--- src/rtl/seg_display_scheduler_if.sv ---
// Request/acknowledge bundle between two application-side requesters and the
// seg_display_scheduler; the application is master, the scheduler is slave.
interface seg_display_scheduler_if;
  logic       a_req;
  logic [7:0] a_val;
  logic       a_ack;
  logic       b_req;
  logic [7:0] b_val;
  logic       b_ack;
  logic       busy;

  modport master (
    output a_req, a_val, b_req, b_val,
    input  a_ack, b_ack, busy
  );

  modport slave (
    input  a_req, a_val, b_req, b_val,
    output a_ack, b_ack, busy
  );
endinterface

--- src/rtl/seg_display_scheduler.sv ---
// Round-robin arbiter plus one-bit-per-clock binary-to-BCD converter feeding a
// multiplexed 8-digit 7-segment scanner (A on digits 6..4, B on digits 2..0).
module seg_display_scheduler #(
  parameter int unsigned SCAN_DIV = 50000,
  parameter bit          BLANK_LZ = 1'b1
) (
  input  logic                    CLK50MHZ,
  input  logic                    RSTn,
  seg_display_scheduler_if.slave  bus,
  output logic [6:0]              SEG,
  output logic [7:0]              AN
);

  localparam int unsigned CW = (SCAN_DIV > 1) ? $clog2(SCAN_DIV) : 1;
  localparam logic [CW-1:0] CNT_MAX = CW'(SCAN_DIV - 1);

  typedef enum logic [1:0] {
    ST_IDLE   = 2'd0,
    ST_CONV   = 2'd1,
    ST_COMMIT = 2'd2
  } state_e;

  state_e        state_q, state_d;
  logic [2:0]    bit_cnt_q, bit_cnt_d;
  logic [19:0]   sr_q, sr_d;
  logic          chan_b_q, chan_b_d;
  logic          last_b_q, last_b_d;

  logic          grant_a, grant_b;
  logic          do_load, do_shift, do_commit;

  logic [11:0]   a_dig_q, b_dig_q;
  logic          a_vld_q, b_vld_q;

  logic [CW-1:0] cnt_q;
  logic [2:0]    dig_idx_q;
  logic [6:0]    seg_q, seg_d;
  logic [7:0]    an_q, an_d;

  logic [11:0]   sel_dig;
  logic          sel_vld;
  logic [3:0]    digit_bcd;
  logic          digit_blank;

  // Both high: grant whichever channel was not served last.
  assign grant_a = bus.a_req && (!bus.b_req ||  last_b_q);
  assign grant_b = bus.b_req && (!bus.a_req || !last_b_q);

  function automatic logic [19:0] dabble_step(input logic [19:0] v);
    logic [19:0] r;
    r = v;
    for (int i = 0; i < 3; i++) begin
      if (r[8+4*i +: 4] >= 4'd5) r[8+4*i +: 4] = r[8+4*i +: 4] + 4'd3;
    end
    return {r[18:0], 1'b0};
  endfunction

  function automatic logic [6:0] seg_lut(input logic [3:0] d);
    logic [6:0] s;
    case (d)
      4'd0:    s = 7'b0000001;
      4'd1:    s = 7'b1001111;
      4'd2:    s = 7'b0010010;
      4'd3:    s = 7'b0000110;
      4'd4:    s = 7'b1001100;
      4'd5:    s = 7'b0100100;
      4'd6:    s = 7'b0100000;
      4'd7:    s = 7'b0001111;
      4'd8:    s = 7'b0000000;
      4'd9:    s = 7'b0001100;
      default: s = 7'h7F;
    endcase
    return s;
  endfunction

  // NOTE: sequential state uses non-blocking assignments only, so every
  // register samples the pre-edge value of every other register.
  always_ff @(posedge CLK50MHZ or negedge RSTn) begin
    if (!RSTn) state_q <= ST_IDLE;
    else       state_q <= state_d;
  end

  // NOTE: every signal written here gets a default first, so no path leaves
  // it unassigned and no latch is inferred.
  always_comb begin
    state_d = state_q;
    unique case (state_q)
      ST_IDLE:   if (grant_a || grant_b)   state_d = ST_CONV;
      ST_CONV:   if (bit_cnt_q == 3'd7)    state_d = ST_COMMIT;
      ST_COMMIT:                           state_d = ST_IDLE;
      default:                             state_d = ST_IDLE;
    endcase
  end

  // The acks are decoded from IDLE so they can never appear in CONV/COMMIT.
  always_comb begin
    bus.a_ack = 1'b0;
    bus.b_ack = 1'b0;
    bus.busy  = 1'b0;
    do_load   = 1'b0;
    do_shift  = 1'b0;
    do_commit = 1'b0;
    unique case (state_q)
      ST_IDLE: begin
        bus.a_ack = grant_a;
        bus.b_ack = grant_b;
        do_load   = grant_a || grant_b;
      end
      ST_CONV: begin
        bus.busy = 1'b1;
        do_shift = 1'b1;
      end
      ST_COMMIT: begin
        bus.busy  = 1'b1;
        do_commit = 1'b1;
      end
      default: ;
    endcase
  end

  always_comb begin
    sr_d      = sr_q;
    bit_cnt_d = bit_cnt_q;
    chan_b_d  = chan_b_q;
    last_b_d  = last_b_q;
    if (do_load) begin
      sr_d      = {12'd0, grant_a ? bus.a_val : bus.b_val};
      bit_cnt_d = 3'd0;
      chan_b_d  = !grant_a;
      last_b_d  = !grant_a;
    end else if (do_shift) begin
      sr_d      = dabble_step(sr_q);
      bit_cnt_d = bit_cnt_q + 3'd1;
    end
  end

  always_ff @(posedge CLK50MHZ or negedge RSTn) begin
    if (!RSTn) begin
      sr_q      <= '0;
      bit_cnt_q <= '0;
      chan_b_q  <= 1'b0;
      last_b_q  <= 1'b1;
    end else begin
      sr_q      <= sr_d;
      bit_cnt_q <= bit_cnt_d;
      chan_b_q  <= chan_b_d;
      last_b_q  <= last_b_d;
    end
  end

  // NOTE: the digit storage carries no reset; the valid flags are reset and
  // blank the display until a commit has written real data.
  always_ff @(posedge CLK50MHZ) begin
    if (do_commit &&  chan_b_q) b_dig_q <= sr_q[19:8];
    if (do_commit && !chan_b_q) a_dig_q <= sr_q[19:8];
  end

  always_ff @(posedge CLK50MHZ or negedge RSTn) begin
    if (!RSTn) begin
      a_vld_q <= 1'b0;
      b_vld_q <= 1'b0;
    end else if (do_commit) begin
      if (chan_b_q) b_vld_q <= 1'b1;
      else          a_vld_q <= 1'b1;
    end
  end

  always_ff @(posedge CLK50MHZ or negedge RSTn) begin
    if (!RSTn) begin
      cnt_q     <= '0;
      dig_idx_q <= '0;
    end else if (cnt_q == CNT_MAX) begin
      cnt_q     <= '0;
      dig_idx_q <= dig_idx_q + 3'd1;
    end else begin
      cnt_q     <= cnt_q + CW'(1);
    end
  end

  always_comb begin
    sel_dig     = dig_idx_q[2] ? a_dig_q : b_dig_q;
    sel_vld     = dig_idx_q[2] ? a_vld_q : b_vld_q;
    digit_bcd   = 4'd0;
    digit_blank = 1'b1;
    case (dig_idx_q[1:0])
      2'd0: begin
        digit_bcd   = sel_dig[3:0];
        digit_blank = !sel_vld;
      end
      2'd1: begin
        digit_bcd   = sel_dig[7:4];
        digit_blank = !sel_vld ||
                      (BLANK_LZ && sel_dig[11:8] == 4'd0 && sel_dig[7:4] == 4'd0);
      end
      2'd2: begin
        digit_bcd   = sel_dig[11:8];
        digit_blank = !sel_vld || (BLANK_LZ && sel_dig[11:8] == 4'd0);
      end
      default: digit_blank = 1'b1;
    endcase
    seg_d = digit_blank ? 7'h7F : seg_lut(digit_bcd);
    an_d  = ~(8'd1 << dig_idx_q);
  end

  // Anode and cathodes move on the same edge, so a slot never shows the
  // neighbour's pattern.
  always_ff @(posedge CLK50MHZ or negedge RSTn) begin
    if (!RSTn) begin
      seg_q <= 7'h7F;
      an_q  <= 8'hFF;
    end else begin
      seg_q <= seg_d;
      an_q  <= an_d;
    end
  end

  assign SEG = seg_q;
  assign AN  = an_q;

endmodule

--- src/flat_wrapper.sv ---
// flat-port wrapper written by rule: the top's interface ports become plain ports
module seg_display_scheduler_flat 
#(
  parameter int unsigned SCAN_DIV = 50000,
  parameter bit          BLANK_LZ = 1'b1
)
  (CLK50MHZ, RSTn, SEG, AN, bus_a_req, bus_a_val, bus_b_req, bus_b_val, bus_a_ack, bus_b_ack, bus_busy);
  seg_display_scheduler_if bus_i ();
  input  logic CLK50MHZ;
  input  logic RSTn;
  output logic [6:0] SEG;
  output logic [7:0] AN;
  input wire logic [$bits(bus_i.a_req)-1:0] bus_a_req;
  input wire logic [$bits(bus_i.a_val)-1:0] bus_a_val;
  input wire logic [$bits(bus_i.b_req)-1:0] bus_b_req;
  input wire logic [$bits(bus_i.b_val)-1:0] bus_b_val;
  output wire logic [$bits(bus_i.a_ack)-1:0] bus_a_ack;
  output wire logic [$bits(bus_i.b_ack)-1:0] bus_b_ack;
  output wire logic [$bits(bus_i.busy)-1:0] bus_busy;
  assign bus_i.a_req = bus_a_req;
  assign bus_i.a_val = bus_a_val;
  assign bus_i.b_req = bus_b_req;
  assign bus_i.b_val = bus_b_val;
  assign bus_a_ack = bus_i.a_ack;
  assign bus_b_ack = bus_i.b_ack;
  assign bus_busy = bus_i.busy;
  seg_display_scheduler #(.SCAN_DIV(SCAN_DIV), .BLANK_LZ(BLANK_LZ)) u_core (.CLK50MHZ(CLK50MHZ), .RSTn(RSTn), .bus(bus_i), .SEG(SEG), .AN(AN));
endmodule
--- config.mk ---
export PLATFORM = sky130hd
export DESIGN_NAME = seg_display_scheduler_flat
export DESIGN_NICKNAME = d
export VERILOG_FILES = /design/src/rtl/seg_display_scheduler_if.sv /design/src/rtl/seg_display_scheduler.sv /design/src/flat_wrapper.sv
export SDC_FILE = /design/constraint.sdc
export NUM_CORES = 1
export LEC_CHECK = 0
export CAP_MARGIN = 10
export CORE_ASPECT_RATIO = 1.75
export CORE_UTILIZATION = 52
export CTS_CLUSTER_DIAMETER = 80
export DETAILED_ROUTE_END_ITERATION = 16
export GPL_ROUTABILITY_DRIVEN = 0
export PLACE_DENSITY = 0.73
export REMOVE_ABC_BUFFERS = 1
export SYNTH_ARGS = -nofsm -noshare
export SYNTH_HDL_FRONTEND = slang
export SYNTH_SLANG_ARGS = --single-unit
--- constraint.sdc ---
create_clock -name CLK50MHZ -period 2.5 [get_ports CLK50MHZ]
set_input_delay 0.625 -clock CLK50MHZ [delete_from_list [all_inputs] [get_ports CLK50MHZ]]
set_output_delay 0.625 -clock CLK50MHZ [all_outputs]
set_load 0.05 [all_outputs]
After elaboration in Yosys (flattened, before gate mapping)

Memory sizes are Yosys's and may differ from the RTL's.
Cells that the tools add are included.

Register bits: 87
Bits in read-only memories: 112
Bits of input ports: 20
Word-level logic and storage cells: 82
Memories: 1

Add/sub/neg operators: 6
Order comparisons: 3
Eq/ne operators: 8
Shifts and indexed selects: 1
Muxes and demuxes: 23
Bitwise operators: 2
Reduce and logical (&&, ||, !) cells: 25

Memories:

| memory          | words | width | read ports | clocked after memory_dff | write ports | RTL line                    | source |
|---|---|---|---|---|---|---|---|
| (no name shown) | 16    | 7     | 1          | 0                        | 0           | seg_display_scheduler.sv:60 | `case (d)` |

Operators by type and width:

| cell                                                                  | count |
|---|---|
| 20-bit 2-to-1 mux                                                     | 2 |
| 16-bit by 1-bit adder with 16-bit output, second input constant       | 1 |
| 16-bit == test, second input constant                                 | 1 |
| 16-bit 2-to-1 mux                                                     | 1 |
| 4-bit by 3-bit >= comparator with 1-bit output, second input constant | 3 |
| 12-bit 2-to-1 mux                                                     | 1 |
| 4-bit case mux with 3 select lines                                    | 1 |
| 3-bit 2-to-1 mux                                                      | 3 |
| 4-bit by 2-bit adder with 4-bit output, second input constant         | 2 |
| 4-bit logical NOT                                                     | 2 |
| 4-bit 2-to-1 mux                                                      | 2 |
| 8-bit 2-to-1 mux                                                      | 1 |
| 8-bit NOT                                                             | 1 |
| 1-bit by 3-bit << shifter with 8-bit output, first input constant     | 1 |
| 1-bit 2-to-1 mux                                                      | 7 |
| 7-bit 2-to-1 mux                                                      | 1 |
| 3-bit by 1-bit adder with 3-bit output, second input constant         | 2 |
| 1-bit logical NOT                                                     | 6 |
| 2-bit AND reduction                                                   | 3 |
| 1-bit logical AND                                                     | 5 |
| 1-bit logical OR                                                      | 5 |
| 2-bit by 1-bit == test with 1-bit output, second input constant       | 2 |
| 2-bit == test, second input constant                                  | 2 |
| 2-bit logical NOT                                                     | 2 |
| 9 further kinds                                                       | 11 |

Depth between registers and ports, before layout

Gate-level depths: netlist of run 1.

Depth in word-level cells: 6
Mapped depth: 10
Depth with buffers taken out: 9

Worst setup path after synthesis of run 1

OpenSTA, ideal clock, no wires.

Path kind: reg-to-reg
Start point: reg u_core.dig_idx_q[2]
End point: reg u_core.seg_q[3] (netlist: u_core.SEG[3])
Setup time: 79 ps
Data arrival time: 2315 ps
Setup slack: 107 ps
Cell stages (with the launch flop): 11
Path buffers: 2
Period minus slack after synthesis: 2393 ps
Path through: dfrtp_1 buf_6 clkbuf_1 mux2_2 a222oi_1 nor2_1 inv_1 ha_1 nor3_1 nor3_1 o21ai_0

Word-level cells in the longest chain between the ends: 6

Ends and longest elaborated chain:

| item                                                                           | RTL line                     | source |
|---|---|---|
| start, declared                                                                | seg_display_scheduler.sv:36  | `logic [2:0] dig_idx_q;` |
| start signal, assigned                                                         | seg_display_scheduler.sv:174 | `dig_idx_q <= dig_idx_q + 3'd1;` |
| parallel branches: the longest is 5 deep, another holds memory read 16 x 7 bit | n/a                          |  |
| 7-bit 2-to-1 mux *                                                             | seg_display_scheduler.sv:201 | `seg_d = digit_blank ? 7'h7F : seg_lut(digit_bcd);` |
| net u_core.seg_d[3]                                                            | seg_display_scheduler.sv:37  | `logic [6:0] seg_q, seg_d;` |
| end signal, assigned                                                           | seg_display_scheduler.sv:212 | `seg_q <= seg_d;` |
| end, declared                                                                  | seg_display_scheduler.sv:37  |  |

Mark *: on every way through the listed nets, which the timed path passes.
A chain may end at the register's enable or synchronous reset.

Final worst setup path of run 1

Start point: in bus_b_req
End point: out bus_a_ack

Word-level cells in the longest chain between the ends: 4

Ends and longest elaborated chain:

| item              | RTL line                     | source |
|---|---|---|
| start, declared   | flat_wrapper.sv:15           | `input wire logic [$bits(bus_i.b_req)-1:0] bus_b_req;` |
| 1-bit logical NOT | seg_display_scheduler.sv:46  | `assign grant_a = bus.a_req && (!bus.b_req \|\| last_b_q);` |
| 1-bit logical OR  | seg_display_scheduler.sv:46  |  |
| 1-bit logical AND | seg_display_scheduler.sv:46  |  |
| 1-bit 2-to-1 mux  | seg_display_scheduler.sv:103 | `unique case (state_q)` |
| end, declared     | flat_wrapper.sv:17           | `output wire logic [$bits(bus_i.a_ack)-1:0] bus_a_ack;` |

No other way between the ends.

==> results of run 1 <==
==> state kept, by name, summed over array words and instances (netlist names) <==
register,count
u_core.sr_q,20
u_core.cnt_q,16
u_core.a_dig_q,12
u_core.b_dig_q,12
u_core.AN,8
u_core.SEG,7
u_core.bit_cnt_q,3
u_core.dig_idx_q,3
u_core.state_q,2
u_core.a_vld_q,1
u_core.b_vld_q,1
u_core.chan_b_q,1
u_core.last_b_q,1
==> layout make-up <==
cell class | count | area [um^2] | area share, %
inverters | 20 | 75.1 | 1.51
well taps | 88 | 110 | 2.21
repair buffers | 49 | 465 | 9.34
flip-flops and latches | 87 | 2320 | 46.5
multi-input cells | 255 | 1720 | 34.5
clock buffers | 13 | 250 | 5.02
clock inverters | 3 | 43.8 | 0.879
==> report_power, final <==
part	internal (uW)	switching (uW)	total [uW]
Clock	802	515	1320
Combinational	437	631	1070
Sequential	1680	131	1810
Total	2920	1280	4200
==> layout by cell type (no fill, tap or decap), drive strengths merged, types with 4 or more instances in the layout <==
master	Yosys	routed
nor2b	10	10
nor3	5	5
xor2	7	7
xnor2	14	14
dfstp	16	16
o21ai	14	14
nand3	15	15
dfrtp	47	47
nand2b	4	4
and3	4	4
nand2	39	39
inv	20	20
nor4	4	4
a211oi	10	10
buf	1	15
nor2	36	36
edfxtp	24	24
mux2i	8	8
mux2	15	15
a21o	4	4
a21oi	16	16
a31oi	7	7
ha	23	23
clkdlybuf4s50	0	33
clkbuf	9	13
==> logic make-up (layout without fill, tap and decap cells) <==
kind of cell,Yosys count,count (layout),synth area share [%]
xor gates and xnor gates,21,21,4.44
muxes,23,23,6.10
buffers and inverters,30,85,2.90
DFF,87,87,55.9
AOI/OAI and AO/OA,63,63,9.60
adders and majority gates,23,23,6.94
and+or+nand+nor,125,125,14.2
==> per-layer routing <==
layer	GRT usage (%)	wire, um	up-vias
met5	0	0	-
met4	11.0	208	0
met3	3.95	189	16
met2	37.9	4300	69
met1	21.9	2940	1380
li1	-	-	1394
==> cells in the mapped netlist (5+ instances only) <==
cell and instances:
mux2_2 14, inv_1 20, nor2_1 35, nor3_1 5
nand2_1 39, nand3_1 15, o21ai_0 13, dfstp_2 16
a211oi_1 10, edfxtp_1 24, dfrtp_1 47, mux2i_1 8
a21oi_1 16, xnor2_1 14, a31oi_1 7, xor2_1 7
nor2b_1 10, ha_1 23, clkbuf_1 9
==> metrics by stage <==
step	setup WS (ns)	TNS [ns]	cells	utilization [%]
2_1_floorplan	0.108	0	362	-
4_1_cts	0.0132	0	515	65.3
3_3_place_gp	0.0648	0	499	61.5
5_1_grt	0.00526	0	515	65.4
6_report	0.127	0	515	65.4
3_5_place_dp	-0.0187	-0.0484	499	61.5
==> worst max-delay path by stage <==
| stage | startpoint | depth (start not counted) | end |
|---|---|---|---|
| finish | bus_b_req | 7 | bus_a_ack |
| global route | u_core.dig_idx_q[2]$_DFFE_PN0N_ | 8 | u_core.SEG[3]$_DFF_PN1_ |
| CTS | u_core.state_q[1]$_DFFE_PN0P_ | 3 | bus_busy |
| detailed placement | bus_b_req | 5 | u_core.sr_q[6]$_DFFE_PN0P_ |
| global placement | bus_b_req | 4 | u_core.sr_q[0]$_DFFE_PN0P_ |
| floorplan | u_core.dig_idx_q[2]$_DFFE_PN0N_ | 8 | u_core.SEG[3]$_DFF_PN1_ |
==> flow_summary_export.csv, run 1 <==
group,metric,value,unit
setup_path,cp.arrival,1.75,ns
power_and_ir_drop,total_power,4200,uW
setup_path,slowest_delay,0.50,ns
floorplan,core,7620,um^2
drt,ant_nets,0,
timing,worst_pin_slew,1.15,ns
floorplan,start_util,54.4,%
timing,rsz0062_at_grt,"no",
setup_path,critPathKind,"input port to output port",
drt,wl_per_cell,14.8,um
placement,hpwl,5460,um
grt,grt.total_usage,20.7,%
timing,timing.slew.headroom,22.9,%
placement,io_buffers,37,
setup_path,critPathLaunchType,"input port",
power_and_ir_drop,ir_drop,0.734,mV
grt,first_global_vias,2954,
drt,firstDrtPassIters,4,
clock_tree,worstSkewPairLatency,0.34,ns
timing,hold_ws,0.252,ns
drt,route.detailed.drc,0,
final_layout,final_area,4980,um^2
logic_synthesis,synthFlopType,"dfrtp_1",
logic_synthesis,yosysTopAreaCell,"dfrtp_1",
grt,grt_pass1_wl,13600,um
floorplan,dieArea,8350,um^2
floorplan,dieHeight,120,um
setup_path,reg2reg_depth,8,
timing,setup_violations,0,
setup_path,critical-path-slowest-cell,"clkdlybuf4s50_1",
power_and_ir_drop,p_leak,0.00212,uW
placement,place_area,4680,um^2
logic_synthesis,ys_seq_elements,87,
logic_synthesis,syn_area_per_cell,11.1,um^2
flow_run,maxCapViolations,0,
clock_tree,cts-htree-levels,3,
timing,finalMaxSlewViolations,0,
clock_tree,clockRootBuffer,"clkbuf_16",
setup_path,critPathTopFamily,"buffers and inverters",
timing,finalHoldViolations,0,
setup_path,path_max_fanout,3,
floorplan,die_x,69.5,um
logic_synthesis,synth.area.top_cells,"dfrtp_1 (28%), edfxtp_1 (17%), dfstp_2 (10%), ha_1 (6.9%), mux2_2 (3.8%)",
power_and_ir_drop,power_density,843,nW/um^2
drt,drt-total-wl,7640,um
timing,fin_crit,2.37,ns
status,status,"finished, final reports clean",
setup_path,critPathRequiredTime,1.88,ns
setup_path,regToRegStartpoint,"u_core.dig_idx_q[2]$_DFFE_PN0N_",
logic_synthesis,syn_inst,372,
final_layout,n_fill_cell,613,
final_layout,nets,465,
setup_path,crit_path_frequent_cell,"inv_1",
drt,first_iter_violations,251,
setup_path,reg2reg_to,"u_core.SEG[3]$_DFF_PN1_",
logic_synthesis,seq_area_frac_synth,55.9,%
clock_tree,cts-resized-gates,0,
setup_path,r2r_setup_slack,0.15,ns
setup_path,crit_path_end_kind,"output port",
clock_tree,clkTransAtPathRegs,0.06,ns
clock_tree,cts_sinks,87,
floorplan,io_pins,38,
drt,vias,2859,
final_layout,final_layout_size_suffix_gt1_share,15.9,%
clock_tree,tritoncts,"built",
clock_tree,post_cts_buffers,0,
logic_synthesis,syn_area,4150,um^2
final_layout,syn2layout_area_growth,20.1,%
grt,grt_overflow,0,
final_layout,antenna_cells,0,
timing,fin_skew,0.00799,ns
timing,fmax,421,MHz
logic_synthesis,synth_edf_count,24,
grt,grt_max_degree,32,
clock_tree,cts_hold_buf,0,
hold_path,hold_class,"input port to asynchronous set/reset pin",
drt,viasPerCell,5.55,
logic_synthesis,synth.top_cell.area_share,28.4,%
setup_path,critPathBufInv,5,
floorplan,fp-row-count,42,
setup_path,crit_chain,"clkdlybuf4s50_1 > inv_1 > o21ai_1 > inv_1 > nand2_1 > inv_1 > buf_4",
clock_tree,clockBufferDepth,2,
logic_synthesis,ys_warn_count,0,
clock_tree,numCtsBuffers,9,
grt,antenna_found_initial,0,
logic_synthesis,ys_types,39,
logic_synthesis,async_flop_share,72.4,%
timing,fin_crit_sh,94.9,%
No activity file was read; power rests on OpenSTA's default activity.
==> run 2: changes to the inputs <==
Settings changed: ABC_AREA from default to 1, CORE_MARGIN from default to 2.
==> run 2 against run 1 <==
Net effect: critical path depth is 1 lower; clock power grew 17%; global-route usage shrank 1.4 points; critical endpoint is now bus_b_ack.
==> flow_summary_export.csv, run 2 <==
group,metric,value,unit
final_layout,final_area,5190,um^2
drt,route.detailed.drc,0,
timing,fmax,428,MHz
logic_synthesis,async_flop_share,72.4,%
clock_tree,cts_hold_buf,0,
floorplan,start_util,53.0,%
setup_path,path_max_fanout,3,
logic_synthesis,synth.top_cell.area_share,27.0,%
flow_run,maxCapViolations,0,
setup_path,critPathLaunchType,"input port",
timing,timing.slew.headroom,59.7,%
clock_tree,cts-resized-gates,0,
logic_synthesis,syn_area,4350,um^2
logic_synthesis,synth_edf_count,24,
final_layout,largest_reg_flops,20,
power_and_ir_drop,p_leak,0.00248,uW
timing,worst_pin_slew,0.604,ns
setup_path,crit_path_end_kind,"output port",
final_layout,largest_register,"u_core.sr_q",
drt,first_iter_violations,99,
clock_tree,clockRootBuffer,"clkbuf_16",
setup_path,reg2reg_to,"u_core.SEG[3]$_DFF_PN1_",
logic_synthesis,synth.area.top_cells,"dfrtp_1 (27%), edfxtp_1 (17%), dfstp_2 (9.7%), nand2_1 (9.1%), ha_1 (6.6%)",
grt,grt_overflow,0,
floorplan,die_x,73.1,um
floorplan,io_pins,38,
logic_synthesis,ys_seq_elements,87,
floorplan,fp-row-count,44,
grt,grt_max_degree,64,
setup_path,critPathTopFamily,"buffers and inverters",
clock_tree,worstSkewPairLatency,0.35,ns
timing,fin_skew,0.00898,ns
logic_synthesis,ys_types,37,
final_layout,final_layout_size_suffix_gt1_share,13.7,%
setup_path,crit_chain,"clkdlybuf4s50_1 > inv_1 > o21ai_1 > nand2_1 > inv_1 > buf_12",
placement,pre_cts_ws,0.0677,ns
drt,drt-total-wl,7710,um
logic_synthesis,seq_area_frac_synth,53.3,%
setup_path,cp.arrival,1.71,ns
placement,place_area,4850,um^2
status,status,"finished, final reports clean",
drt,vias,3185,
logic_synthesis,ys_warn_count,0,
floorplan,dieArea,9140,um^2
grt,antenna_found_initial,0,
hold_path,hold_class,"input port to asynchronous set/reset pin",
placement,io_buffers,37,
final_layout,antenna_cells,0,
timing,finalHoldViolations,0,
clock_tree,clockBufferDepth,2,
setup_path,critPathKind,"input port to output port",
clock_tree,tritoncts,"built",
timing,fin_crit_sh,93.4,%
setup_path,critical-path-slowest-cell,"clkdlybuf4s50_1",
grt,grt_pass1_wl,13800,um
final_layout,top_regs,"u_core.sr_q: 20 flops, u_core.cnt_q: 16 flops",
logic_synthesis,syn_area_per_cell,9.22,um^2
setup_path,critPathBufInv,4,
setup_path,slowest_delay,0.50,ns
setup_path,reg2reg_depth,13,
timing,setup_violations,0,
drt,wl_per_cell,12.5,um
setup_path,r2r_setup_slack,0.37,ns
drt,viasPerCell,5.17,
timing,rsz0062_at_grt,"no",
timing,timing.setup.tns,0,ns
final_layout,instances_no_fill,616,
final_layout,nets,562,
setup_path,regToRegStartpoint,"u_core.dig_idx_q[0]$_DFFE_PN0N_",
timing,fin_crit,2.34,ns
logic_synthesis,synthFlopType,"dfrtp_1",
logic_synthesis,synth_common_cells,"nand2_1 (105), inv_1 (71), dfrtp_1 (47)",
drt,firstDrtPassIters,4,
grt,first_global_vias,3323,
final_layout,syn2layout_area_growth,19.4,%
power_and_ir_drop,ir_drop,0.852,mV
logic_synthesis,syn_inst,472,
grt,grt.total_usage,19.2,%
final_layout,layout_common_cells,"nand2_1 (105), inv_1 (71), dfrtp_1 (47)",
logic_synthesis,yosysMostFrequentCell,"nand2_1",
power_and_ir_drop,power_density,935,nW/um^2
floorplan,dieHeight,125,um
timing,hold_ws,0.278,ns
clock_tree,cts_sinks,87,
setup_path,crit_path_frequent_cell,"inv_1",
clock_tree,clkTransAtPathRegs,0.06,ns
final_layout,layout_commonest_cell,"nand2_1",
timing,finalMaxSlewViolations,0,
placement,hpwl,5760,um
setup_path,critPathRequiredTime,1.88,ns
floorplan,core,8200,um^2
timing,setup_slack,0.165,ns
placement,place_inst,600,
clock_tree,numCtsBuffers,9,
drt,ant_nets,0,
logic_synthesis,yosysTopAreaCell,"dfrtp_1",
clock_tree,post_cts_buffers,0,
clock_tree,cts-htree-levels,3,
-- run 2: cell types whose count changed after synthesis, sizes merged, moves of 15 or more --
cell	delta
o21ai	+16
mux2	-15
inv	+55
nand3	+15
nand2	+76
-- run 2: worst register-to-register path, cell delays in order, from the launching register on --
cell	delay (ns)
dfrtp_1	0.41
inv_1	0.13
ha_1	0.33
nand3_1	0.14
nand2_2	0.12
clkinv_1	0.07
nand3_2	0.06
nand2_2	0.10
ha_1	0.30
nand3_1	0.10
nand3_1	0.12
nand2_1	0.06
inv_1	0.05
nand2_1	0.05
-- run 2: how the worst max path moves through the flow --
stage	start	to	slack [ns]	cells after the start
3_3_place_gp	bus_b_req	bus_b_ack	0.08	6
2_1_floorplan	bus_b_req	bus_b_ack	0.21	4
4_1_cts	bus_b_req	bus_b_ack	0.06	6
5_1_grt	bus_b_req	bus_b_ack	0.04	6
3_5_place_dp	bus_b_req	bus_b_ack	0.07	6
6_report	bus_b_req	bus_b_ack	0.16	6
-- run 2: stage by stage --
| step | power (uW) | utilization [%] |
|---|---|---|
| floorplan | 2870 | - |
| finish | 4860 | 63.3 |
| global placement | 3310 | 59.1 |
| CTS | 4890 | 63.3 |
| detailed placement | 3350 | 59.1 |
| global route | 5130 | 63.3 |
-- run 2: cell families after synthesis --
kind of cell               after synthesis  synth area share [%]
DFF                                     87                  53.3
xor gates and xnor gates                10                  2.01
adders and majority gates               23                  6.61
AOI/OAI and AO/OA                       59                  8.57
and+or+nand+nor                        205                  21.2
buffers and inverters                   88                  8.34
-- run 2: report_power, final --
group	total (uW)	internal, uW	leakage [uW]	switching [uW]
combinational	1420	481	0.00130	934
sequential	1900	1790	0.00100	113
clock	1540	1010	0.000170	540
total	4860	3270	0.00248	1590
-- run 2: per-layer routing --
| metal | global-route usage [%] | vias to the layer above | routed length (um) |
|---|---|---|---|
| li1 | - | 1617 | - |
| met5 | 0 | - | 0 |
| met3 | 4.59 | 14 | 234 |
| met4 | 8.28 | 0 | 174 |
| met2 | 35.8 | 55 | 4430 |
| met1 | 19.4 | 1499 | 2870 |
-- run 2: final cells by class --
| class | instances | area [um^2] |
|---|---|---|
| clock inverter | 5 | 104 |
| fill | 671 | 3010 |
| multi-input combinational | 297 | 1670 |
| sequential | 87 | 2320 |
| timing repair buffer | 45 | 443 |
| inverter | 79 | 302 |
| clock buffer | 11 | 243 |
| tap | 92 | 115 |
